--- config.mk ---
export PLATFORM = sky130hd
export DESIGN_NAME = sprite_lbuf_writer
export DESIGN_NICKNAME = d
export VERILOG_FILES = /design/src/rtl/sprite_lbuf_writer.sv
export SDC_FILE = /design/constraint.sdc
export NUM_CORES = 1
export LEC_CHECK = 0
export CAP_MARGIN = 5
export CORE_AREA = 4 4 162 164
export CTS_CLUSTER_DIAMETER = 150
export DETAILED_ROUTE_END_ITERATION = 7
export DIE_AREA = 0 0 166 168
export GPL_TIMING_DRIVEN = 1
export HOLD_SLACK_MARGIN = 0.1
export PLACE_DENSITY = 0.46
export SLEW_MARGIN = 10
export SYNTH_ARGS = -nofsm -noshare
export SYNTH_HDL_FRONTEND = slang
export SYNTH_SLANG_ARGS = --single-unit
--- constraint.sdc ---
create_clock -name CK1 -period 5.3 [get_ports CK1]
set_input_delay 1.325 -clock CK1 [delete_from_list [all_inputs] [get_ports CK1]]
set_output_delay 1.325 -clock CK1 [all_outputs]
set_load 0.005 [all_outputs]
--- src/rtl/sprite_lbuf_writer.sv ---
`default_nettype none
// =============================================================================
// Module : sprite_lbuf_writer
// Merges one 16-pixel 4bpp sprite row into the 256-pixel line-buffer RAM by
// read-modify-write, with pixel value 0 transparent. Optional build macro
// SPR_FIRST_WINS_EN: existing non-zero pixels win over later sprites.
// Rev    : 1.0
// =============================================================================

module sprite_lbuf_writer (
  input  logic        CK1,
  input  logic        RESET,
  input  logic        CEN,
  input  logic        SPR_VALID,
  output logic        SPR_READY,
  input  logic [7:0]  SPR_X,
  input  logic        SPR_FLIPX,
  input  logic [63:0] SPR_DATA,
  output logic [6:0]  LB_ADDR,
  input  logic [7:0]  LB_DIN,
  output logic [7:0]  LB_DOUT,
  output logic        LB_WE,
  output logic        BUSY
);

  typedef enum logic [1:0] {
    ST_IDLE = 2'd0,
    ST_RD   = 2'd1,
    ST_WR   = 2'd2
  } state_t;

  state_t      state_q, state_d;
  logic [6:0]  addr_q,  addr_d;
  logic [6:0]  last_q,  last_d;
  logic [7:0]  x_q,     x_d;
  logic        flip_q,  flip_d;
  logic [63:0] data_q,  data_d;
  logic        ready_q, ready_d;
  logic        busy_q,  busy_d;

  logic [7:0]  span_end;
  logic [7:0]  merged;

  // (x + 15) >> 1 rewritten as x[7:1] + 7 + x[0]; bit 7 set means past byte 127
  assign span_end = {1'b0, SPR_X[7:1]} + 8'd7 + {7'd0, SPR_X[0]};

  generate
    for (genvar n = 0; n < 2; n++) begin : g_nib
      logic [8:0] off;
      logic       hit;
      logic [3:0] idx;
      logic [3:0] pix;
      logic [3:0] old;
      logic       take;

      assign off = {1'b0, addr_q, (n == 1) ? 1'b1 : 1'b0} - {1'b0, x_q};
      assign hit = (off < 9'd16);
      assign idx = flip_q ? (4'd15 - off[3:0]) : off[3:0];
      assign pix = data_q[{idx, 2'b00} +: 4];
      assign old = LB_DIN[4*n +: 4];
`ifdef SPR_FIRST_WINS_EN
      assign take = hit && (pix != 4'h0) && (old == 4'h0);
`else
      assign take = hit && (pix != 4'h0);
`endif
      assign merged[4*n +: 4] = take ? pix : old;
    end
  endgenerate

  always_comb begin
    state_d = state_q;
    addr_d  = addr_q;
    last_d  = last_q;
    x_d     = x_q;
    flip_d  = flip_q;
    data_d  = data_q;

    if (CEN) begin
      case (state_q)
        ST_IDLE: begin
          if (SPR_VALID) begin
            x_d     = SPR_X;
            flip_d  = SPR_FLIPX;
            data_d  = SPR_DATA;
            addr_d  = SPR_X[7:1];
            last_d  = span_end[7] ? 7'h7F : span_end[6:0];
            state_d = ST_RD;
          end
        end
        ST_RD: begin
          state_d = ST_WR;
        end
        ST_WR: begin
          if (addr_q == last_q) begin
            state_d = ST_IDLE;
          end else begin
            addr_d  = addr_q + 7'd1;
            state_d = ST_RD;
          end
        end
        default: begin
          state_d = ST_IDLE;
        end
      endcase
    end

    ready_d = (state_d == ST_IDLE);
    busy_d  = (state_d != ST_IDLE);
  end

  always_ff @(posedge CK1) begin
    if (RESET) begin
      state_q <= ST_IDLE;
      addr_q  <= 7'd0;
      last_q  <= 7'd0;
      x_q     <= 8'd0;
      flip_q  <= 1'b0;
      data_q  <= 64'd0;
      ready_q <= 1'b1;
      busy_q  <= 1'b0;
    end else begin
      state_q <= state_d;
      addr_q  <= addr_d;
      last_q  <= last_d;
      x_q     <= x_d;
      flip_q  <= flip_d;
      data_q  <= data_d;
      ready_q <= ready_d;
      busy_q  <= busy_d;
    end
  end

  // RAM read data is only meaningful in WR, so the write path is combinational
  assign LB_ADDR   = addr_q;
  assign LB_DOUT   = (state_q == ST_WR) ? merged : 8'h00;
  assign LB_WE     = (state_q == ST_WR) && CEN;
  assign SPR_READY = ready_q;
  assign BUSY      = busy_q;

endmodule

`default_nettype wire
==> impl_metrics.tcl, run 1 <==
set metrics [dict create \
    holdCritPathClass "flip-flop to flip-flop" \
    clk_latency_ps 360 \
    switchingPower_w 0.000707 \
    setup_tns_ps 0 \
    grt_overflow 0 \
    ys_seq_elements 91 \
    max_freq_mhz 197 \
    worstPathArrival_ps 3740 \
    grt_max_degree 74 \
    yosysWarnings 0 \
    via_per_inst 4.93 \
    ys_types 66 \
    multiInputGateArea_sq_mm 0.00397 \
    finalWirelength_um 19700 \
    portBuffers 102 \
    antenna_found_initial 0 \
    yosys.area.top_type "dfxtp_1" \
    leakage_nw 2.74 \
    die_x_um 166 \
    gp_congestion 0.872 \
    worstHoldStart "x_q[3]" \
    core_area_sq_mm 0.0249 \
    tightest_slew_ps 783 \
    synth-edff-count 0 \
    finalNetCount 934 \
    grt_pass1_wl_um 31700 \
    netlist.area_leader.share_pct 29.9 \
    start_kind "flip-flop" \
    skew_ps 12.0 \
    postSynthCellCount 760 \
    ys.flop_type "dfxtp_1" \
    clockPowerShare_pct 31.7 \
    ctsHtreeMaxLevel 3 \
    yosys-top-cells-area "dfxtp_1 (30%), mux4_2 (12%), a21oi_1 (11%)" \
    post-route-drc-count 0 \
    crit_start "LB_ADDR[0]" \
    die_area_sq_mm 0.0279 \
    maxCapViolCount 0 \
    synthArstFlopShare_pct 0 \
    pwr-share-seq_pct 36.1 \
    cts_buffer_depth 2 \
    period_needed_ps 5070 \
    peakVddDrop_mv 0.115 \
    holdBufCountCts 0 \
    track_usage_pct 14.1 \
    seq_area_frac_synth_pct 29.9 \
    cts_tree "yes" \
    drive_gt1_share_pct 10.9 \
    antenna_left 0 \
    hold_ws_ps 455 \
    n_antenna_cell 0 \
    internal_power_w 0.00142 \
    rsz0062_at_grt "no" \
    synth_area_sq_mm 0.00610 \
    required_ps 3970 \
    die_h_um 168 \
    fill_cells 2655 \
    hold_violations 0 \
    cp-end-kind "output pin" \
    avgRoutedWirePerCell_um 16.8 \
    seq_area_sq_mm 0.00182 \
    avgSynthCellArea_sq_um 8.02 \
    p_comb_share_pct 32.2 \
    cts.sinks 91 \
    drt-initial-drc-count 432 \
    floorplan.initialDensity_pct 24.5 \
    clk_pin_slew_ps 70 \
    grt_pass1_vias 5668 \
    slew_headroom_pct 47.8 \
    path_max_fanout 10 \
    setup_viol 0 \
    num_rows 58 \
    power.density_mw_per_mm2 274 \
    syn_to_final_growth_pct 27.2 \
    critPathKind "flip-flop to output pin" \
    dp_hpwl_um 15100 \
    timing.final.crit_share_pct 95.6 \
    pin_count 103 \
    drv_slew 0 \
    drtPass1Iterations 5 \
    via_count 5778 \
    cts_buffers 9 \
    syn_nets 858 \
    status "complete, no violations" \
    rr_startpoint "LB_ADDR[3]" \
    p_sw_share_pct 33.3 \
    root_buffer "clkbuf_16" \
    power_w 0.00212 \
]
==> critical path: stages (launching register included) <==
cell             delay (ps)
dfxtp_2                 410
inv_1                    90
ha_1                    230
fa_2                    680
nand2b_1                180
mux2i_1                 170
a2111oi_0               100
or4_1                   520
a21oi_1                 220
mux2i_1                 100
a21oi_1                 150
clkdlybuf4s50_1         540
==> layout make-up <==
cell class,instances,area share [%]
clock buffers,9,2.90
clock inverters,7,1.06
inverters,22,1.06
multi-input cells,592,51.2
flip-flops and latches,91,23.5
well taps,330,5.32
repair buffers,120,15.0
==> state kept, by name, indices dropped and copies added, names as in the netlist <==
register,cells
BUSY,1
LB_ADDR,7
SPR_READY,1
data_q,64
flip_q,1
last_q,7
state_q,2
x_q,8
==> cells in the mapped netlist, types with 2 or more instances <==
cell type  count
dfxtp_1       91
xnor2_1       12
nor2b_1        7
nand4_1        2
xor2_1        10
a21oi_2        2
a31oi_1        5
fa_1           2
nand2b_1       9
o221ai_1       4
ha_1          11
a2111oi_0      2
a222oi_1       2
o31ai_1        2
nand3_1       10
a21bo_2        2
o21ai_0       10
mux2_2         5
a22o_1         3
mux2i_1       20
inv_1         22
o22ai_1        3
and3_1         3
mux4_2        32
a21boi_0       5
a21oi_1      129
clkbuf_1      33
a21o_1         2
or2_2          3
nand2_1      164
and2_1         2
buf_6          2
xnor2_2        2
a22oi_1        7
nor4_1         2
buf_1          3
nand3b_1      12
nor3_1        20
buf_2         15
a211oi_1      12
o211ai_1       2
or4_1          2
nor2_1        49
==> cells by family (layout without fill, tap and decap cells) <==
kind of cell	Yosys count	in the layout	synth area share, %
AOI/OAI and AO/OA	203	203	19.9
DFF	91	91	29.9
xor gates and xnor gates	25	25	4.14
buffers and inverters	77	158	5.54
adders and majority gates	13	13	2.91
muxes	57	57	16.0
and+or+nand+nor	294	294	21.6
==> routing by layer <==
layer | global-route usage [%] | share of wire, %
met2 | 22.6 | 46
met5 | 0 | 0
met1 | 19.6 | 48
met3 | 2.77 | 4.9
met4 | 3.34 | 1.0
==> power by group through the flow <==
stage	Sequential, W	Clock, W	Combinational, W
floorplan	0.000762	0	0.000462
global placement	0.000783	0	0.000673
detailed placement	0.000783	0	0.000676
CTS	0.000767	0.000697	0.000679
global route	0.000773	0.000729	0.000754
finish	0.000767	0.000675	0.000684
==> cells in the final DEF, fill, tap and decap left out, types with 4 or more instances in the layout <==
| master | count |
|---|---|
| mux4_2 | 32 |
| clkbuf_16 | 9 |
| o21ai_0 | 10 |
| nor3_1 | 20 |
| inv_1 | 22 |
| xnor2_1 | 10 |
| dfxtp_1 | 90 |
| a22oi_1 | 7 |
| a211oi_1 | 12 |
| xnor2_2 | 4 |
| nor2_1 | 49 |
| mux2_2 | 5 |
| nand2_1 | 164 |
| xor2_1 | 9 |
| mux2i_1 | 20 |
| nor2b_1 | 7 |
| nand2b_1 | 9 |
| a31oi_1 | 5 |
| buf_4 | 17 |
| nand3b_1 | 12 |
| nand3_1 | 10 |
| ha_1 | 11 |
| a21oi_1 | 129 |
| clkdlybuf4s50_1 | 101 |
| o221ai_1 | 4 |
==> metrics by stage <==
step | cells | util [%] | cell area (sq um) | worst slack (ps)
3_5_place_dp | 1153 | 29.8 | 7420 | 413
4_1_cts | 1169 | 31.0 | 7730 | 8.80
6_report | 1171 | 31.2 | 7760 | 233
5_1_grt | 1171 | 31.2 | 7760 | 4.09
2_1_floorplan | 760 | - | 6100 | 1010
3_3_place_gp | 1153 | 29.8 | 7420 | 461
==> worst paths after layout <==
kind                      to  slack [ps]  cells after the start
setup / recovery  LB_DOUT[4]         230                     11
setup reg to reg        BUSY        3130                      8
hold reg to reg       x_q[3]         450                      2
hold / removal        x_q[3]         450                      2
==> what timing repair did <==
item / in CTS / in global routing
endpoints found under the setup margin: 0 / 8
setup buffers: 0 / 2
gates resized for setup: 0 / 6
Note: power is estimated with default switching activity, not from simulation.
==> run 2: changes to the inputs <==
ABC_AREA = 1   (was unset)
CORE_AREA = 4 4 154 156   (was 4 4 162 164)
DIE_AREA = 0 0 158 160   (was 0 0 166 168)
PLACE_DENSITY = 0.47   (was 0.46)
==> impl_metrics.tcl, run 2 <==
set metrics [dict create \
    die_area_sq_mm 0.0253 \
    portBuffers 102 \
    period_needed_ps 4900 \
    tightest_slew_ps 1020 \
    ctsHtreeMaxLevel 3 \
    drive_gt1_share_pct 4.78 \
    ys_types 32 \
    regMostFlops "data_q" \
    post-cts-setup-buffers 0 \
    slew_headroom_pct 31.8 \
    postSynthCellCount 859 \
    path_delay_family "buffers and inverters" \
    cp_slowest_cell "fa_1" \
    synthArstFlopShare_pct 0 \
    grt_overflow 0 \
    grt_max_degree 74 \
    cts_buffer_depth 2 \
    hold_violations 0 \
    ys_seq_elements 91 \
    syn_nets 957 \
    setup_tns_ps 0 \
    drtPass1Iterations 5 \
    power.density_mw_per_mm2 317 \
    cts_tree "yes" \
    required_ps 3970 \
    via_count 5627 \
    finalWirelength_um 17400 \
    avgRoutedWirePerCell_um 14.2 \
    num_rows 55 \
    antenna_left 0 \
    clk_pin_slew_ps 60 \
    cts_buffers 9 \
    synthTopCellsByCount "nand2_1 (191), nand3_1 (133), o21ai_0 (95)" \
    track_usage_pct 13.8 \
    core_area_sq_mm 0.0224 \
    status "complete, no violations" \
    final_cell_mix "nand2_1 (191), nand3_1 (132), clkdlybuf4s50_1 (102)" \
    grt_pass1_wl_um 28300 \
    pin_count 103 \
    ys.flop_type "dfxtp_1" \
    grt_pass1_vias 5355 \
    critPathKind "flip-flop to output pin" \
    multiInputGateArea_sq_mm 0.00313 \
    netlist.area_leader.share_pct 33.0 \
    yosys.area.top_type "dfxtp_1" \
    syn_to_final_growth_pct 28.1 \
    drv_slew 0 \
    holdBufCountCts 0 \
    antenna_found_initial 0 \
    synth_area_sq_mm 0.00553 \
    skew_ps 6.52 \
    final_area_sq_mm 0.00708 \
    via_per_inst 4.59 \
    utilization_pct 31.7 \
    worstPathArrival_ps 3570 \
    holdCritPathClass "flip-flop to flip-flop" \
    synth-edff-count 0 \
    largest_reg_flops 64 \
    seq_area_frac_synth_pct 33.0 \
    start_kind "flip-flop" \
    final_common_cell "nand2_1" \
    max_freq_mhz 204 \
    fill_cells 2482 \
    dp_hpwl_um 13100 \
    floorplan.initialDensity_pct 24.7 \
    setup_viol 0 \
    avgSynthCellArea_sq_um 6.43 \
    peakVddDrop_mv 0.174 \
    n_antenna_cell 0 \
    path_buf_inv 4 \
    crit_path_max_incr_delay_ps 580 \
    die_h_um 160 \
    seq_area_sq_mm 0.00182 \
    drt-initial-drc-count 337 \
    timing.final.crit_share_pct 92.4 \
    maxCapViolCount 0 \
    clk_latency_ps 350 \
    hold_ws_ps 458 \
    largestRegisters "data_q (64), x_q (8)" \
    placed_area_sq_mm 0.00677 \
    yosys-top-cells-area "dfxtp_1 (33%), nand2_1 (13%), nand3_1 (12%)" \
    gp_congestion 0.817 \
    root_buffer "clkbuf_16" \
    post-route-drc-count 0 \
    yosysWarnings 0 \
    finalNetCount 1035 \
    final_cells 1227 \
    dp.cells 1211 \
    synth.most_common_cell "nand2_1" \
    cp-end-kind "output pin" \
    leakage_nw 3.04 \
    rsz0062_at_grt "no" \
    path_max_fanout 9 \
    cts.sinks 91 \
    die_x_um 158 \
    crit_chain "inv_1, ha_1, fa_1, xor2_4, inv_1, nand3_1, nand3_1, nand2_1, inv_1, nor2_1, nand2_1, nand2_2, nand2_1, a21oi_1, clkdlybuf4s50_1" \
]
[run 2: changes by cell type in the layout (fill, tap and decap cells not counted), sizes merged, moves of 10 or more]
| cell | change |
|---|---|
| a211oi | -11 |
| a21oi | -51 |
| buf | -11 |
| inv | +72 |
| mux2i | -20 |
| mux4 | -32 |
| nand2 | +36 |
| nand2b | -10 |
| nand3 | +123 |
| nand3b | -12 |
| nor2 | +12 |
| nor3 | -13 |
| o21ai | +86 |
[run 2: path summary, 6_finish.rpt]
kind	startpoint	endpoint	slack (ps)	depth (start not counted)
worst max-delay path	LB_ADDR[0]	LB_DOUT[4]	400	15
worst min-delay path	x_q[4]	x_q[4]	460	2
worst max register to register	LB_ADDR[2]	LB_ADDR[1]	3370	9
worst min register to register	x_q[4]	x_q[4]	460	2
[run 2: routing by layer]
layer  global-route usage (%)  share of wire (%)
met3                     2.76                4.8
met4                     3.22                1.3
met1                     19.0                 48
met5                        0                  0
met2                     22.3                 46
[run 2: cells by family (layout without fill, tap and decap cells)]
| group | count (synthesis) | in the layout | synth area share, % |
|---|---|---|---|
| compound gates | 186 | 186 | 17.2 |
| buf+inv | 143 | 226 | 10.9 |
| flops | 91 | 91 | 33.0 |
| fa+ha+maj | 13 | 13 | 3.22 |
| xor+xnor | 23 | 23 | 4.46 |
| simple gates | 403 | 403 | 31.3 |
[run 2: tightest hold or removal path: stages, from the launching register on]
cell     delay [ps]
dfxtp_1         300
inv_1            60
a21oi_1          50
[run 2: area by class of cell]
class                           count  area share [%]
Inverter                          100            5.34
Clock buffer                       10            3.38
Timing Repair Buffer              110            15.4
Multi-Input combinational cell    625            44.2
Sequential cell                    91            25.7
Tap cell                          285            5.04
Clock inverter                      6           0.919
[run 2: power breakdown]
part | total [W] | internal, W | switching, W
logic | 0.000811 | 0.000307 | 0.000504
clock network | 0.000663 | 0.000378 | 0.000284
registers | 0.000772 | 0.000738 | 0.0000334
total | 0.00225 | 0.00142 | 0.000822
[run 2: metrics by stage]
stage	total power (W)	worst slack (ps)
final	0.00225	404
after CTS	0.00228	212
after detailed placement	0.00160	602
after global routing	0.00242	4.05
after floorplan	0.00134	1540
after global placement	0.00160	744
[run 2: what timing repair did]
action,CTS,global route
setup endpoints to repair,0,4
resized for setup,0,1
hold endpoints to repair,0,0
==> run 3: changes to the inputs <==
CAP_MARGIN = 40   (was 5)
SKIP_LAST_GASP = 1   (was unset)
==> impl_metrics.tcl, run 3 (synthesized netlist as in run 2, its figures left out) <==
set metrics [dict create \
    tightest_slew_ps 738 \
    pin_count 103 \
    final_common_cell "nand2_1" \
    cp-end-kind "output pin" \
    clk_latency_ps 360 \
    peakVddDrop_mv 0.198 \
    num_rows 55 \
    ctsHtreeMaxLevel 3 \
    gp_congestion 0.817 \
    slew_headroom_pct 50.7 \
    drtPass1Iterations 5 \
    die_x_um 158 \
    hold_path_depth 2 \
    antenna_found_initial 0 \
    grt_max_degree 68 \
    die_h_um 160 \
    met2_usage_pct 22.1 \
    largest_reg_flops 64 \
    hold_violations 0 \
    rsz0062_at_grt "no" \
    setup_viol 0 \
    finalNetCount 1036 \
    grt_pass1_vias 5405 \
    cts.sinks 91 \
    grt_util_met1_pct 18.9 \
    busiest_layer "met2" \
    track_usage_pct 13.7 \
    setup_tns_ps 0 \
    n_antenna_cell 0 \
    root_buffer "clkbuf_16" \
    floorplan.initialDensity_pct 24.7 \
    avgRoutedWirePerCell_um 14.3 \
    drv_slew 0 \
    timing.final.crit_share_pct 92.5 \
    cts_tree "yes" \
    worstRegToRegCells 9 \
    worstPathArrival_ps 3580 \
    dp_hpwl_um 13200 \
    cts_buffers 9 \
    final_cell_mix "nand2_1 (191), nand3_1 (132), clkdlybuf4s50_1 (102)" \
    finalWirelength_um 17500 \
    maxCapViolCount 0 \
    max_freq_mhz 204 \
    grt_pass1_wl_um 28100 \
    antenna_left 0 \
    required_ps 3970 \
    period_needed_ps 4900 \
    regMostFlops "data_q" \
    status "complete, no violations" \
    holdCritPathClass "flip-flop to flip-flop" \
    via_count 5614 \
    power.density_mw_per_mm2 335 \
    syn_to_final_growth_pct 29.7 \
    clk_pin_slew_ps 70 \
    largestRegisters "data_q (64), x_q (8)" \
    critPathKind "flip-flop to output pin" \
    path_max_fanout 9 \
    via_per_inst 4.57 \
    portBuffers 102 \
    utilization_pct 32.1 \
    skew_ps 12.6 \
    post-route-drc-count 0 \
    met3_usage_pct 2.82 \
    leakage_nw 3.08 \
    grt_overflow 0 \
    core_area_sq_mm 0.0224 \
    cts_buffer_depth 2 \
    start_kind "flip-flop" \
    drive_gt1_share_pct 4.88 \
    die_area_sq_mm 0.0253 \
    drt-initial-drc-count 308 \
]
run 3: what timing repair did:
item | 4_1_cts | 5_1_grt
gates resized for setup | 0 | 1
hold buffers | 0 | 0
setup endpoints to repair | 0 | 4
buffers inserted | 0 | 0
run 3: stage by stage:
| stage | power, W | std cells | hold WS [ps] | setup slack (ps) | instance area [sq um] |
|---|---|---|---|---|---|
| after CTS | 0.00243 | 1228 | 460 | 217 | 7160 |
| after global placement | 0.00160 | 1211 | 448 | 744 | 6770 |
| after detailed placement | 0.00160 | 1212 | 449 | 622 | 6790 |
| after floorplan | 0.00134 | 859 | 433 | 1540 | 5530 |
| final | 0.00240 | 1228 | 456 | 396 | 7170 |
| after global routing | 0.00256 | 1228 | 481 | 76.6 | 7170 |
run 3: routing by layer:
metal	wire length, um	up-vias
met4	244	0
met5	0	-
met3	724	19
li1	-	2950
met2	7950	111
met1	8610	2534
run 3: area by class of cell:
cell class	count	area (sq um)
Clock inverter	7	146
Timing Repair Buffer	111	1110
Multi-Input combinational cell	625	3130
Sequential cell	91	1820
Clock buffer	9	225
Fill cell	2488	15200
Tap cell	285	357
Inverter	100	378
run 3: report_power, final:
| group | leakage [nW] | switching [W] | internal, W | total (W) |
|---|---|---|---|---|
| Clock | 0.181 | 0.000302 | 0.000514 | 0.000816 |
| Combinational | 2.15 | 0.000505 | 0.000308 | 0.000814 |
| Sequential | 0.749 | 0.0000338 | 0.000738 | 0.000772 |
run 3: path summary, 6_finish.rpt:
check                                 from    endpoint  slack, ps
worst max-delay path            LB_ADDR[0]  LB_DOUT[7]        400
worst min-delay path                x_q[5]      x_q[5]        460
worst max register to register  LB_ADDR[2]  LB_ADDR[0]       3330
worst min register to register      x_q[5]      x_q[5]        460
run 3: critical path, stage by stage, from the launching register on:
cell and delay (ps):
dfxtp_1 510, inv_1 110, ha_1 250, fa_1 580
xor2_4 290, inv_1 210, nand3_1 130, nand3_1 70
nand2_1 80, inv_1 50, nor2_1 70, nand2_1 60
nand2_2 110, nand2_1 60, a21oi_1 120, clkdlybuf4s50_1 520
